File: src/rtl/byte_unpacker_if.sv
// Byte-in / nibble-out handshake bundle for byte_unpacker.
// master: upstream/downstream driver side; slave: the unpacker itself.
interface byte_unpacker_if;
  logic [7:0] in_data;
  logic       in_valid;
  logic       in_ready;
  logic [3:0] out_nib;
  logic       out_valid;
  logic       out_ready;
  logic       out_last;

  modport master (
    output in_data, in_valid, out_ready,
    input  in_ready, out_nib, out_valid, out_last
  );

  modport slave (
    input  in_data, in_valid, out_ready,
    output in_ready, out_nib, out_valid, out_last
  );
endinterface

File: src/rtl/byte_unpacker.sv
// byte_unpacker: buffers up to two bytes and emits each as two nibbles.
// Nibble order: high nibble first by default; define UNPACK_LOW_FIRST_EN
// to emit the low nibble first.
// All outputs come from registered state only; a full buffer never
// accepts a byte, even on an edge where the head byte is popped.
module byte_unpacker (
  input  logic           clk,
  input  logic           rst,
  byte_unpacker_if.slave bus,
  output logic           full,
  output logic           empty,
  output logic [7:0]     bytes_done
);

  localparam int DATA_W = 8;
  localparam int NIB_W  = DATA_W / 2;

  logic [DATA_W-1:0] mem [2];
  logic [1:0]        count;
  logic              wr_ptr;
  logic              rd_ptr;
  logic              phase;
  logic              push;
  logic              xfer;
  logic              pop;

  // Phase 0 selects the first nibble of the head byte, phase 1 the second.
  function automatic logic [NIB_W-1:0] sel_nib(input logic [DATA_W-1:0] b,
                                               input logic ph);
`ifdef UNPACK_LOW_FIRST_EN
    sel_nib = ph ? b[DATA_W-1:NIB_W] : b[NIB_W-1:0];
`else
    sel_nib = ph ? b[NIB_W-1:0] : b[DATA_W-1:NIB_W];
`endif
  endfunction

  assign bus.in_ready  = (count < 2'd2);
  assign bus.out_valid = (count != 2'd0);
  assign bus.out_last  = phase;
  assign bus.out_nib   = sel_nib(mem[rd_ptr], phase);
  assign full          = (count == 2'd2);
  assign empty         = (count == 2'd0);

  assign push = bus.in_valid && bus.in_ready;
  assign xfer = bus.out_valid && bus.out_ready;
  assign pop  = xfer && phase;

  // Storage entries and write pointer: capture accepted bytes.
  always_ff @(posedge clk) begin
    if (rst) begin
      mem[0] <= '0;
      mem[1] <= '0;
      wr_ptr <= 1'b0;
    end else if (push) begin
      mem[wr_ptr] <= bus.in_data;
      wr_ptr      <= ~wr_ptr;
    end
  end

  // Read side: nibble phase, head pointer and emitted-byte counter.
  always_ff @(posedge clk) begin
    if (rst) begin
      phase      <= 1'b0;
      rd_ptr     <= 1'b0;
      bytes_done <= '0;
    end else begin
      if (xfer) begin
        phase <= ~phase;
      end
      if (pop) begin
        rd_ptr     <= ~rd_ptr;
        bytes_done <= bytes_done + 8'd1;
      end
    end
  end

  // Occupancy: a simultaneous push and pop leaves it unchanged.
  always_ff @(posedge clk) begin
    if (rst) begin
      count <= 2'd0;
    end else begin
      case ({push, pop})
        2'b10:   count <= count + 2'd1;
        2'b01:   count <= count - 2'd1;
        default: count <= count;
      endcase
    end
  end

endmodule

File: src/flat_wrapper.sv
// flat-port wrapper written by rule: the top's interface ports become plain ports
module byte_unpacker_flat 
  (clk, rst, full, empty, bytes_done, bus_in_data, bus_in_valid, bus_out_ready, bus_in_ready, bus_out_nib, bus_out_valid, bus_out_last);
  byte_unpacker_if bus_i ();
  input  logic clk;
  input  logic rst;
  output logic full;
  output logic empty;
  output logic [7:0] bytes_done;
  input wire logic [$bits(bus_i.in_data)-1:0] bus_in_data;
  input wire logic [$bits(bus_i.in_valid)-1:0] bus_in_valid;
  input wire logic [$bits(bus_i.out_ready)-1:0] bus_out_ready;
  output wire logic [$bits(bus_i.in_ready)-1:0] bus_in_ready;
  output wire logic [$bits(bus_i.out_nib)-1:0] bus_out_nib;
  output wire logic [$bits(bus_i.out_valid)-1:0] bus_out_valid;
  output wire logic [$bits(bus_i.out_last)-1:0] bus_out_last;
  assign bus_i.in_data = bus_in_data;
  assign bus_i.in_valid = bus_in_valid;
  assign bus_i.out_ready = bus_out_ready;
  assign bus_in_ready = bus_i.in_ready;
  assign bus_out_nib = bus_i.out_nib;
  assign bus_out_valid = bus_i.out_valid;
  assign bus_out_last = bus_i.out_last;
  byte_unpacker u_core (.clk(clk), .rst(rst), .bus(bus_i), .full(full), .empty(empty), .bytes_done(bytes_done));
endmodule
File: config.mk
export PLATFORM = sky130hd
export DESIGN_NAME = byte_unpacker_flat
export DESIGN_NICKNAME = d
export VERILOG_FILES = /design/src/rtl/byte_unpacker_if.sv /design/src/rtl/byte_unpacker.sv /design/src/flat_wrapper.sv
export SDC_FILE = /design/constraint.sdc
export NUM_CORES = 1
export LEC_CHECK = 0
export CAP_MARGIN = 10
export CORE_MARGIN = 3
export CORE_UTILIZATION = 44
export CTS_CLUSTER_SIZE = 12
export DETAILED_ROUTE_END_ITERATION = 12
export HOLD_SLACK_MARGIN = 0.12
export MAX_ROUTING_LAYER = met4
export PLACE_DENSITY = 0.7
export SYNTH_ARGS = -nofsm -noshare
export SYNTH_HDL_FRONTEND = slang
export SYNTH_SLANG_ARGS = --single-unit
export TNS_END_PERCENT = 50
File: constraint.sdc
create_clock -name clk -period 1.8 [get_ports clk]
set_input_delay 0.36 -clock clk [delete_from_list [all_inputs] [get_ports clk]]
set_output_delay 0.36 -clock clk [all_outputs]
set_load 0.02 [all_outputs]
* Word level (Yosys, flattened, before mapping)
Memory sizes are Yosys's and may differ from the RTL's. A register that Yosys moved wholly into a read port is not among the register bits. Cells that the tools add are included.
Storage, ports and cells: memories 1, logic and storage cells 35, register bits after elaboration 13, output and inout port bits 17, RAM bits 16, input bits 12
Operators by class: order comparisons 1, add/sub/neg operators 3, eq/ne operators 3, reduce and logical (&&, ||, !) cells 7, bitwise logic cells 3, multiplexer cells 12
Memory list:
- u_core.mem | depth 2, width 8, rd ports 1, clocked after memory_dff 1, write ports 2, line byte_unpacker.sv:18 | logic [DATA_W-1:0] mem [2];
Operators by type and width (number):
- $mux 1 | 9
- $add 8x1->8 const B | 1
- $mux 8 | 1
- $reduce_or 8->1 | 1
- $eq 2x2->1 const B | 2
- $mux 4 | 1
- $pmux 2 s2 | 1
- $reduce_bool 2->1 | 2
- $logic_and 1x1->1 | 3
- $not 1->1 | 3
- $add 2x1->2 const B | 1
- $eq 2x1->1 const B | 1
- $logic_not 2->1 | 1
- $lt 2x2->1 const B | 1
- $sub 2x1->2 const B | 1

* Longest topological paths before layout
depth in word-level cells 7, mapped depth 7, mapped depth without buffers 6

* Least setup slack after synthesis
OpenSTA, ideal clock, no wires.
path kind register to register, from register u_core.count[0], to register u_core.count[1], clock period less this slack 1.641 ns, data arrival time 1.570 ns, cell stages (with the launch flop) 7, path slack 0.159 ns, required time 1.729 ns, path buffers 1, setup time 0.071 ns, cells stage by stage dfxtp_1 buf_6 o211ai_4 inv_1 ha_1 or3_1 a21oi_1
On the way: word-level cells in the longest chain between the ends 5, elaborated cells between the ends (all ways) 11, those cells by class 2 x add/sub; 1 x order compare; 2 x eq/ne; 1 x mux; 5 x reduce/logical
RTL lines:
- from (decl) | line byte_unpacker.sv:19 | logic [1:0] count;
- from (signal assigned) | line byte_unpacker.sv:83 | 2'b10: count <= count + 2'd1;
- from (signal assigned) | line byte_unpacker.sv:84 | 2'b01: count <= count - 2'd1;
- from (signal assigned) | line byte_unpacker.sv:85 | default: count <= count;
- $reduce_bool 2->1 (*) | line byte_unpacker.sv:38 | assign bus.out_valid = (count != 2'd0);
- $logic_and 1x1->1 (*) | line byte_unpacker.sv:45 | assign xfer = bus.out_valid && bus.out_ready;
- $logic_and 1x1->1 (*) | line byte_unpacker.sv:46 | assign pop = xfer && phase;
- named net u_core.pop | line byte_unpacker.sv:25 | logic pop;
- $eq 2x1->1 or $eq 2x2->1 (tied branches) | line byte_unpacker.sv:82 | case ({push, pop})
- $pmux 2 s2 or $reduce_bool 2->1 (tied branches)
Mark *: on every way through the listed nets, which the timed path passes. The rest lies on a longest branch. A chain may end at the register's enable or synchronous reset.

==> results.cfg <==
[outcome]
status = finished with violations
failed_checks = setup timing

[sta]
rsz0062_at_grt = yes
relSlewSlack = 0.843
period_minus_slack_ps = 1800
final-hold-violation-count = 0
post-route-period-util = 1.00
finalWorstSetupSlack_ps = -1.47
fmax_ghz = 0.555
fin_hold_ws_ps = 510
setup_tns_ps = -1.47
worstMarginPinSlew_ps = 234
setup_viol = 1
drv_slew = 0
fin_skew_ps = 5.87

[cts]
cts-root-buf = clkbuf_4
cts_buffer_depth = 2
cts_max_level = 2
clkLatencyLatePin_ps = 330
cts_num_sinks = 30
clk_pin_slew_worst_paths_ps = 100
cts_buffers = 5
cts_tree = yes
post_cts_buffers = 0

[pwr]
power_per_cell_area_mw_per_mm2 = 982
vdd_drop_max_mv = 0.572
finalPower_mw = 1.86
p_leak_nw = 0.787

[critical_path]
crit_type = register to output pin
critPathMaxStageDelay_ps = 500
critical_path.top_delay_family = multiplexers
reg2reg_depth = 6
cpMaxStageDelayCell = mux4_2
ff2ff_setup_slack_ps = 220
worst_ep_required_time_ps = 1440
cp.arrival_ps = 1440
cp-end-kind = output pin
rr_startpoint = u_core.count[0]
critPathLaunchType = register
worstPathCellList = buf_6 > mux4_2 > buf_6
path_depth = 3
crit_buf_inv = 2
cpMostUsedCell = buf_6
cp-endpoint = bus_out_nib[0]
worst_r2r_endpoint = u_core.count[1]
cp_max_fo = 2

[floorplanning]
num_rows = 19
fp.dieW_um = 61.5
io_pins = 29
core_area_mm2 = 0.00285
die_h_um = 61.5
start_util = 0.475
die-area_mm2 = 0.00378

[detailed_routing]
wl_met2_um = 1250
drc_errors = 0
met3WireLength_um = 110
drtIter0Drc = 21
drt-vias-per-instance = 5.20
vias = 988
postRouteAntennaNets = 0
drt-total-wl_um = 2610
wl_met1_um = 1190
drtPass1Iterations = 4
dr.max_layer_used = met4
wl_per_cell_um = 13.8

[synthesis]
synth_edf_count = 16
syn_inst = 110
syn_avg_cell_area_um2 = 12.3
async_flop_share = 0
ys_types = 30
ys_seq_area_frac = 0.561
synth_nets = 124
ys_ff_latch = 30
yosys_warnings = 0
netlist_area_mm2 = 0.00136
yosys_most_used_dff = edfxtp_1

[global_route]
grt_pass1_vias = 942
antenna_found_initial = 0
grt_pass1_wl_um = 4230
grt_max_degree = 15
track_usage = 0.163
grt_remaining_overflow = 0

[flow_run]
cap_violations = 0

[finish]
diodes = 0
layout.nets = 172
fin_util = 0.665
area_growth_pct = 40.1
drive_gt1_frac = 0.252

[min_path]
hp-class = register to register

[placed_design]
pre_cts_ws_ps = -82.1
gp_routability_congestion = 0.712
port_buffers = 28
dp_hpwl_um = 1920
## final cells by class
cell class,count,area (µm²)
inverters,4,15.0
repair buffers,46,434
multi-input cells,71,546
clock buffers,5,37.5
fillers,225,955
clock inverters,3,63.8
flip-flops and latches,30,763
well taps,31,38.8
## what timing repair did
action	in CTS	in global routing
cloned	0	0
gates resized for setup	28	4
endpoints found under the setup margin	8	6
hold buffers	0	0
pin swaps	0	0
## state kept, by name, indices dropped and copies added, names as in the netlist, named ones only
register	flops
u_core.wr_ptr	1
u_core.bus.out_last	1
u_core.count	2
u_core.rd_ptr	1
u_core.mem	16
u_core.bytes_done	8
## worst min-delay path, stage by stage, from the launching register on
cell	delay [ps]
dfxtp_1	330
o31ai_1	70
a21oi_1	60
## metal layers
metal / GRT usage / vias up
met4: 0.0909 / 0
met3: 0.0440 / 7
met5: - / -
met2: 0.245 / 18
met1: 0.196 / 467
li1: - / 496
## where the power goes
| part | internal [mW] | switching, mW | leakage [nW] |
|---|---|---|---|
| clock | 0.428 | 0.238 | 0.0528 |
| sequential | 0.781 | 0.0271 | 0.284 |
| combinational | 0.200 | 0.191 | 0.450 |
## stage by stage
step / cell area (µm²) / std cells
after global placement: 1790 / 182
after detailed placement: 1790 / 182
final: 1900 / 190
after floorplan: 1360 / 110
after global routing: 1900 / 190
after CTS: 1890 / 190
## worst min path at each step
stage / start / end / slack, ps / cells after the start
2_1_floorplan: u_core.rd_ptr / register / 470 / 2
3_3_place_gp: u_core.bytes_done[7] / u_core.bytes_done[7] / 470 / 2
3_5_place_dp: u_core.bytes_done[7] / u_core.bytes_done[7] / 490 / 2
4_1_cts: u_core.bytes_done[7] / u_core.bytes_done[7] / 500 / 2
5_1_grt: u_core.bytes_done[5] / u_core.bytes_done[5] / 540 / 2
6_report: u_core.bytes_done[7] / u_core.bytes_done[7] / 510 / 2
## placed cells by master (no fill, tap or decap), types with 4 or more instances in the layout
| cell type | netlist | final |
|---|---|---|
| a21oi_1 | 6 | 6 |
| and2_1 | 16 | 16 |
| buf_4 | 2 | 15 |
| buf_6 | 1 | 5 |
| clkbuf_4 | 0 | 5 |
| clkdlybuf4s50_1 | 0 | 18 |
| dfxtp_1 | 14 | 12 |
| dlygate4sd2_1 | 0 | 4 |
| edfxtp_1 | 16 | 16 |
| inv_1 | 4 | 4 |
| mux4_2 | 4 | 4 |
| nor2_1 | 9 | 9 |
| o31ai_1 | 4 | 4 |
| or4_1 | 4 | 4 |
| xor2_1 | 6 | 6 |
## cells in the mapped netlist, types with 2 or more instances
library cell,n,area share
xor2_1,6,0.039
edfxtp_1,16,0.35
and2_1,16,0.074
dfxtp_1,14,0.21
clkbuf_1,2,0.0055
o21ai_0,2,0.0074
inv_1,4,0.011
o31ai_1,4,0.022
ha_1,2,0.018
mux4_2,4,0.066
nand3_1,3,0.011
buf_4,2,0.011
or4_1,4,0.022
or3_1,2,0.0092
a21oi_1,6,0.022
nor2_1,9,0.025
## cell families after synthesis
kind of cell | synth area share
buf+inv | 0.0360
simple gates | 0.179
xor+xnor | 0.0452
mux | 0.0739
compound gates | 0.0859
fa+ha+maj | 0.0185
flops | 0.561
(Power assumes the default switching activity.)
